File: src/rtl/rw_regfile.sv
// rw_regfile: 16 x 32-bit register file with write-back bypass and a
// per-register pending scoreboard that raises stall for operands that are
// still in flight.
module rw_regfile #(
    parameter logic [31:0] SP_INIT = 32'h0000_FFFC,
    parameter logic [3:0]  RA_IDX  = 4'd15
) (
    input  logic        clk,
    input  logic        reset_n,
    input  logic [3:0]  a1,
    input  logic [3:0]  a2,
    output logic [31:0] d1,
    output logic [31:0] d2,
    input  logic        wb_valid,
    input  logic        IsWb,
    input  logic        IsLd,
    input  logic        IsCall,
    input  logic [3:0]  Rd,
    input  logic [31:0] aluResult,
    input  logic [31:0] ldResult,
    input  logic [31:0] PC_WB,
    input  logic        iss_valid,
    input  logic        iss_wr,
    input  logic [3:0]  iss_rd,
    output logic        stall
);

    logic [31:0] r_regs [16];
    logic [15:0] r_pending;

    logic        w_we;
    logic [3:0]  w_waddr;
    logic [31:0] w_wdata;
    logic        w_hit1;
    logic        w_hit2;
    logic [15:0] w_pending_nxt;

    // Write-back decode; gated by reset_n so the bypass path also shows
    // reset values while reset is held.
    always_comb begin
        w_we    = reset_n & wb_valid & (IsWb | IsCall);
        w_waddr = IsCall ? RA_IDX : Rd;
        if (IsCall)
            w_wdata = PC_WB + 32'd4;
        else if (IsLd)
            w_wdata = ldResult;
        else
            w_wdata = aluResult;
    end

    // Combinational read ports with same-cycle bypass of the write-back value.
    always_comb begin
        w_hit1 = w_we & (w_waddr == a1);
        w_hit2 = w_we & (w_waddr == a2);
        d1     = w_hit1 ? w_wdata : r_regs[a1];
        d2     = w_hit2 ? w_wdata : r_regs[a2];
    end

    // An operand stalls only if pending and not being produced this cycle.
    always_comb begin
        stall = (r_pending[a1] & ~w_hit1) | (r_pending[a2] & ~w_hit2);
    end

    // Scoreboard next state: clear retiring write first, then set the newly
    // issued destination so a younger issue to the same register wins.
    always_comb begin
        w_pending_nxt = r_pending;
        if (w_we)
            w_pending_nxt[w_waddr] = 1'b0;
        if (iss_valid && iss_wr)
            w_pending_nxt[iss_rd] = 1'b1;
    end

    // Register storage; r14 comes out of reset holding the stack pointer.
    always_ff @(posedge clk or negedge reset_n) begin
        if (!reset_n) begin
            for (int i = 0; i < 16; i++)
                r_regs[i] <= (i == 14) ? SP_INIT : 32'd0;
        end else if (w_we) begin
            r_regs[w_waddr] <= w_wdata;
        end
    end

    // Pending scoreboard register.
    always_ff @(posedge clk or negedge reset_n) begin
        if (!reset_n)
            r_pending <= 16'd0;
        else
            r_pending <= w_pending_nxt;
    end

endmodule

File: config.mk
export PLATFORM = sky130hd
export DESIGN_NAME = rw_regfile
export DESIGN_NICKNAME = d
export VERILOG_FILES = /design/src/rtl/rw_regfile.sv
export SDC_FILE = /design/constraint.sdc
export NUM_CORES = 1
export LEC_CHECK = 0
export CORE_MARGIN = 3
export CORE_UTILIZATION = 65
export DETAILED_ROUTE_END_ITERATION = 16
export PLACE_DENSITY = 0.86
export SYNTH_ARGS = -nofsm -noshare
export SYNTH_HDL_FRONTEND = slang
export SYNTH_SLANG_ARGS = --single-unit
File: constraint.sdc
create_clock -name clk -period 7.3 [get_ports clk]
set_clock_uncertainty 0.05 [all_clocks]
set_input_delay 0.73 -clock clk [delete_from_list [all_inputs] [get_ports clk]]
set_output_delay 0.73 -clock clk [all_outputs]
set_load 0.02 [all_outputs]
==> results list <==
- Tightest Pin Transition: around 1.3 ns
- Crit path required time: between 6 and 7 ns
- The number of clock buffers added by TritonCTS is 53.
- Gates resized during post-CTS repair numbered 0.
- The initial utilization of the core area, before any placement, comes to 0.660.
- Broken down by cell family, the worst path's largest delay share belongs to buffers and inverters.
- Placed wire-length estimate: 53600 um
- Across all layers, the routed design uses around 24000 vias.
- Number of synthesized register bits: around 530
- Static power due to leakage: roughly 14 nW
- After synthesis, the share of cell area in mux cells is 0.252.
- CTS placed an instance of sky130_fd_sc_hd__clkbuf_16 at the clock tree root.
* Final Max Tran Viols: 0
- Relative to the synthesized area, the layout overhead comes to 14.2%.
- Entering global routing, the biggest net connects just under 80 pins.
- Worst Path Class, Setup: input pin to output port
- Max-cap viol count: 0
- Maximum root-to-sink buffer count: 3
- Synth top area cells: sky130_fd_sc_hd__dfrtp_1 45%, sky130_fd_sc_hd__mux4_2 21%, sky130_fd_sc_hd__o21ai_0 8.7%
- Buffers and inverters on the worst path: 3
- Count of boundary I/O pins: 185
- From bottom edge to top edge, the die measures 215 um.
- Worst slack on hold paths: ~0.025 ns
- Synthesized-area fraction occupied by xor and xnor cells: 0.00553
* Fill cell total of the finished layout: ~2600
- Synthesized instance count: about 2600
- Clock tree from TritonCTS: done
* Outcome: finished clean
- Crit path cell chain: clkdlybuf4s50_1 -> nor3_1 -> a21oi_1 -> o21ai_0 -> and3_2 -> buf_4 -> mux2i_1 -> clkdlybuf4s50_1
* Clock-pin slew on the worst setup and hold paths: around 0.06 ns
- Proportion of synthesized chip area in sequential cells: 0.464
* Synth warnings: 0
* Share of final-layout standard cells stronger than drive strength 1: 0.198
- # nets final: 2748
* Final antenna-violating net count: 0
- Post-synthesis average cell area: ~11 sq um
- Synthesized cell area: 28500 sq um
- Total DRC errors in the routed layout: 0
- The routed design could run at a clock period as short as about 5.3 ns.
- Of all flip-flops after synthesis, the portion carrying an async set or reset was 1.00.
- The core region is ~43000 sq um.
- The synthesized netlist contains 47 unique library cells.
- In the final timing run, aggregate negative setup slack is 0 ns.
* Remaining global-route overflow: 0
- Counting flops with a built-in enable in the synthesized netlist gives 0.
- Number of setup violations in the final report: 0
* Routability-driven placement congestion ratio: slightly below 0.9
- Setup repair after global routing left no endpoint under its margin.
- Number of vias per cell after detailed routing: 7.49
* Maximum fanout along the worst path: 24
* Worst slew margin relative to its limit: 0.142
- Drt first pass iters: 8
- The worst setup path is captured at an output port.
* Crit path arrival time: around 4.5 ns
- The final hold violation count is 0.
- Worst path slowest cell: sky130_fd_sc_hd__and3_2
- Power density normalized to cell area: 247 nW/um^2
- The first global-routing pass estimated 143000 um of wire.
- Synthesized-area fraction occupied by adder cells: 0.000439
- The share of synthesized area in the top cell type comes to 0.452.
* Final Core Density: 0.753
- The clock net in this run drives a total of 528 sinks.
* Dominant combinational cell family by area after synthesis: multiplexers
* Final wirelength: approximately 90000 um
- Via count of the first global-routing pass: about 26000
- In the final routed layout, each cell accounts on average for 28.4 um.
- The floorplan step defined a die boundary enclosing between 40000 and 50000 sq um.
- sky130_fd_sc_hd__dfrtp_1 takes more of the synthesized area than any other cell.
* Simple-gate area share of the yosys netlist: 0.0991
- Measured along the x axis, the die boundary spans around 220 um.
- Most instantiated flip-flop cell in the synthesis netlist: sky130_fd_sc_hd__dfrtp_1
- Cts-stage hold buffer count: 0
- The H-tree was split into 2 levels.
* IO buf count: between 150 and 200
* CP startpoint kind: input pin
- Worst hold-check path type: input pin to async pin
- Setup Buffers After CTS: 0
- Synth Area in Compound Gates: 0.143
- Maximum vdd drop: between 150 and 200 uV
* Number of antenna violations at the first check in global routing: 2
- # rows: 76
* Period utilisation layout: 0.721
* Largest stage delay, worst path: ~0.95 ns
* Post-synthesis net count: about 2700
- Clock latency on the worst-skew pair: 0.62 ns
* Max Fclk: 190 MHz
- Cell with the most instances on the worst path: sky130_fd_sc_hd__clkdlybuf4s50_1
* DR iter-0 viols: about 4000
* Tot GR Track Use: 0.402
==> per-stage QoR <==
stage          cells  setup slack [ns]  area [sq um]  total power (W)
2_1_floorplan   2574              3.82         28500          0.00450
3_3_place_gp    3157              2.29         30700          0.00498
3_5_place_dp    3157              2.12         30700          0.00511
4_1_cts         3256              2.12         32500          0.00798
5_1_grt         3256              1.81         32500          0.00829
6_report        3258              2.04         32500          0.00804
==> registers in the layout (all words and copies together) (netlist names) <==
| name | cells |
|---|---|
| r_pending | 16 |
| r_regs | 512 |
==> per-layer routing <==
layer	wire (um)	global-route usage	vias to the layer above
li1	-	-	9634
met1	29900	0.500	11900
met2	43300	0.625	2272
met3	12800	0.113	612
met4	6510	0.263	2
met5	13	0	-
==> cells by family after synthesis <==
group	Yosys count
adder cells (fa/ha/maj)	1
AO/OA/AOI/OAI	706
AND/OR/NAND/NOR	683
flip-flops	528
multiplexers	383
XOR/XNOR	18
buffers and inverters	255
==> cells in the mapped netlist, types with 2 or more instances <==
cell type / instances
sky130_fd_sc_hd__a31oi_1: 16
sky130_fd_sc_hd__o22ai_1: 5
sky130_fd_sc_hd__a21oi_1: 23
sky130_fd_sc_hd__dfstp_2: 14
sky130_fd_sc_hd__mux2i_1: 53
sky130_fd_sc_hd__a21o_1: 3
sky130_fd_sc_hd__buf_2: 35
sky130_fd_sc_hd__nor2b_1: 18
sky130_fd_sc_hd__a221oi_1: 34
sky130_fd_sc_hd__inv_1: 3
sky130_fd_sc_hd__and4_1: 4
sky130_fd_sc_hd__a22oi_1: 56
sky130_fd_sc_hd__mux2_2: 68
sky130_fd_sc_hd__mux4_2: 260
sky130_fd_sc_hd__a32o_1: 4
sky130_fd_sc_hd__or4_1: 12
sky130_fd_sc_hd__nor3_1: 16
sky130_fd_sc_hd__o41ai_1: 2
sky130_fd_sc_hd__nor3b_1: 3
sky130_fd_sc_hd__xor2_1: 10
sky130_fd_sc_hd__dfrtp_1: 514
sky130_fd_sc_hd__and3_1: 3
sky130_fd_sc_hd__nand3_1: 17
sky130_fd_sc_hd__xnor2_1: 8
sky130_fd_sc_hd__a22o_1: 34
sky130_fd_sc_hd__a32oi_1: 2
sky130_fd_sc_hd__a211oi_1: 14
sky130_fd_sc_hd__nand2_1: 557
sky130_fd_sc_hd__o31ai_1: 15
sky130_fd_sc_hd__clkbuf_1: 201
sky130_fd_sc_hd__nor4_1: 3
sky130_fd_sc_hd__mux2_1: 2
sky130_fd_sc_hd__nand4_1: 8
sky130_fd_sc_hd__buf_1: 14
sky130_fd_sc_hd__o21ai_0: 496
sky130_fd_sc_hd__and2_1: 4
sky130_fd_sc_hd__nor2_1: 30
sky130_fd_sc_hd__or3_1: 4
==> worst paths after layout <==
| path | from | cells past startpoint | slack, ns | endpoint |
|---|---|---|---|---|
| min in group clk | r_regs[44]$_DFFE_PN1P_ | 2 | 0.44 | r_regs[44]$_DFFE_PN1P_ |
| setup reg to reg | r_regs[27]$_DFFE_PN0P_ | 1 | 6.39 | r_regs[27]$_DFFE_PN0P_ |
| hold / removal | reset_n | 1 | 0.03 | r_regs[280]$_DFFE_PN0P_ |
| hold reg to reg | r_regs[44]$_DFFE_PN1P_ | 2 | 0.44 | r_regs[44]$_DFFE_PN1P_ |
| setup / recovery | a2[2] | 8 | 2.04 | d2[2] |
| max in group asynchronous | reset_n | 3 | 4.88 | r_regs[169]$_DFFE_PN0P_ |
==> cell usage in the layout (no fill, tap or decap), types with 15 or more instances in the layout <==
| cell | count |
|---|---|
| sky130_fd_sc_hd__mux2i_1 | 53 |
| sky130_fd_sc_hd__a221oi_1 | 34 |
| sky130_fd_sc_hd__dfrtp_1 | 514 |
| sky130_fd_sc_hd__a21oi_1 | 23 |
| sky130_fd_sc_hd__a22o_1 | 34 |
| sky130_fd_sc_hd__nand2_1 | 545 |
| sky130_fd_sc_hd__mux2_2 | 68 |
| sky130_fd_sc_hd__nor2_1 | 28 |
| sky130_fd_sc_hd__o31ai_1 | 15 |
| sky130_fd_sc_hd__o21ai_0 | 496 |
| sky130_fd_sc_hd__a22oi_1 | 56 |
| sky130_fd_sc_hd__clkdlybuf4s50_1 | 177 |
| sky130_fd_sc_hd__mux4_2 | 260 |
| sky130_fd_sc_hd__nor3_1 | 16 |
| sky130_fd_sc_hd__clkbuf_16 | 53 |
| sky130_fd_sc_hd__a31oi_1 | 16 |
| sky130_fd_sc_hd__buf_4 | 67 |
==> report_power, final <==
| group | internal [W] | switching (W) |
|---|---|---|
| registers | 0.00330 | 0.000300 |
| logic | 0.000735 | 0.000797 |
| clock network | 0.00167 | 0.00123 |
==> layout make-up <==
class,instances,area [sq um],area share
Antenna cell,2,5.00,0.000154
Clock buffer,74,1520,0.0466
Clock inverter,25,329,0.0101
Inverter,3,11.3,0.000346
Multi-Input combinational cell,1791,14300,0.441
Sequential cell,528,13200,0.407
Tap cell,585,732,0.0225
Timing Repair Buffer,250,2350,0.0724
No activity file was read; power rests on OpenSTA's default activity.
==> variant: new RTL, config.mk and constraints unchanged <==
Reset style: synchronous (`reset_n`), changed in 2 clocked blocks.
--- a/src/rtl/rw_regfile.sv
+++ b/src/rtl/rw_regfile.sv
@@ -73,5 +73,5 @@
 
     // Register storage; r14 comes out of reset holding the stack pointer.
-    always_ff @(posedge clk or negedge reset_n) begin
+    always_ff @(posedge clk) begin
         if (!reset_n) begin
             for (int i = 0; i < 16; i++)
@@ -83,5 +83,5 @@
 
     // Pending scoreboard register.
-    always_ff @(posedge clk or negedge reset_n) begin
+    always_ff @(posedge clk) begin
         if (!reset_n)
             r_pending <= 16'd0;
Check against the original RTL: not equivalent (Yosys sat finds a counterexample within 4 cycles, from zero or initial values and one cycle with reset_n low; the reset may be asserted at any time).
==> variant against the original RTL <==
Final area shrank 0.35%. Wire length grew 4.6%. Critical path depth decreased by 1. Core utilization increased by 0.91 points. Largest cell class is now flip-flops and latches. Die area is 0.39% lower. Synthesized area shrank 0.40%. First-iteration DRC count shrank 0.86%. Via count is 11% lower. Non-clock buffer count increased by 7. Power shrank 7.5%. Global-route usage is 1.4 points higher. Worst setup slack gained 0.095 ns. Sequential cell count stayed put. Count of clock-buffer cells in the layout fell by 11.
==> variant: results (changes against the original RTL) <==
[outcome]
status = completed

[global_routing]
grt_pass1_wl_mm = 140  ; -2.1%
grt_max_degree = 77  ; -2.5%
overflow = 0  ; unchanged
antenna_found_initial = 2  ; unchanged
grtUsageMet1_pct = 50.3  ; +0.32 points
use_met2_pct = 65.5  ; +3.0 points
gr-usage-met3_pct = 11.6  ; +0.33 points
grt_usage_pct = 41.6  ; +1.4 points
grt_pass1_vias = 22200  ; -13%

[place]
gp_congestion = 0.944  ; +8.3%
hpwlAfterDp_mm = 53.3  ; -0.49%
place_area_um2 = 30700  ; +0.24%
dp_slack_ns = 2.23  ; +0.110 ns

[sta]
holdWs_ns = 0.506  ; +0.480 ns
worst_pin_slew_ns = 1.28  ; -0.0110 ns

[setup_path]
reg2reg_depth = 2  ; +1
r2r_end = r_pending[10]
r2r_slack_ns = 6.43  ; +0.04 ns
path_max_fanout = 18  ; -25%
cp.arrival_ns = 4.39  ; -0.09 ns
r2r-start = r_pending[10]

[min_path]
hold_end = r_pending[15]
hold_path.class = reg2reg

[detailed_routing]
viasPerCell = 7.79  ; +4.1%
met3_length_mm = 14.8  ; +16%
wl_met1_mm = 28.4  ; -4.9%
wirelength_mm = 96.7  ; +4.6%
dr.first_iter.drc_count = 3927  ; -0.86%
wl_met2_mm = 45.4  ; +4.8%
maxUsedRoutingLayer = met4

[power]
ir_drop_v = 0.000240  ; +21%
p_leak_nw = 10.9  ; -20%

[cells_and_area]
top_regs = r_regs x512, r_pending x16
drive_gt1_share_pct = 21.0  ; +1.1 points
fin_nets = 2276  ; -17%
nFillCells = 2465  ; -4.9%

[synthesis]
synth_flop_cell = edfxtp_1
ys_types = 57  ; +21%
synth-edff-count = 512  ; +512
syn-num-nets = 2170  ; -19%
synth.top_cells.by_count = 530 x nor2_1, 512 x edfxtp_1, 264 x mux4_2
ys_seq_area_share_pct = 55.3  ; +8.9 points
synth_area_leaders = edfxtp_1 54%, mux4_2 21%, nor2_1 7.0%
synthArstFlopShare_pct = 0  ; -100 points

[cts]
insertion_delay_ns = 0.60  ; -0.02 ns
clockBufferDepth = 3  ; unchanged
cts_buffers = 54  ; +1.9%
cts_setup_buffers = 0  ; unchanged

==> variant: area by class of cell <==
class / instances / area share [%]
clock inverters: 30 / 0.768
flip-flops and latches: 528 / 48.4
repair buffers: 257 / 7.37
inverters: 4 / 0.0463
clock buffers: 63 / 4.34
multi-input cells: 1310 / 36.8
diodes: 2 / 0.0154
well taps: 577 / 2.23
==> variant: kinds of logic after synthesis <==
family	Yosys count	synth area share [%]
AND/OR/NAND/NOR	716	10.5
buffers and inverters	211	3.02
adder cells (fa/ha/maj)	1	0.0441
multiplexers	359	24.4
XOR/XNOR	18	0.556
AO/OA/AOI/OAI	216	6.18
flip-flops	528	55.3
==> variant: where the power goes <==
group / internal, mW / leakage [nW] / switching [mW]
logic: 0.511 / 5.05 / 0.659
clock network: 1.51 / 0.821 / 1.17
registers: 3.49 / 5.01 / 0.0993
==> variant: through the flow <==
stage / utilization [%] / total power [mW] / instances
after floorplan: - / 4.30 / 2049
after global placement: 72.3 / 4.71 / 2676
final: 76.2 / 7.44 / 2771
after CTS: 76.2 / 7.39 / 2769
after detailed placement: 72.3 / 4.77 / 2676
after global routing: 76.2 / 7.58 / 2771
==> variant: worst max path at each step <==
stage / start / endpoint / slack (ns) / cells after the start
2_1_floorplan: a2[0] / d2[10] / 3.72 / 6
3_3_place_gp: PC_WB[2] / d1[26] / 2.29 / 8
3_5_place_dp: PC_WB[2] / d2[26] / 2.23 / 8
4_1_cts: PC_WB[2] / d2[26] / 2.19 / 8
5_1_grt: PC_WB[7] / d2[29] / 1.94 / 7
6_report: PC_WB[7] / d1[29] / 2.13 / 7
==> variant: critical path, cell delays in order <==
cell	delay, ns
clkdlybuf4s50_1	0.55
nand3_1	0.47
nor4_1	0.98
a21oi_1	0.14
a211o_1	0.54
mux2i_1	0.29
clkdlybuf4s50_1	0.67
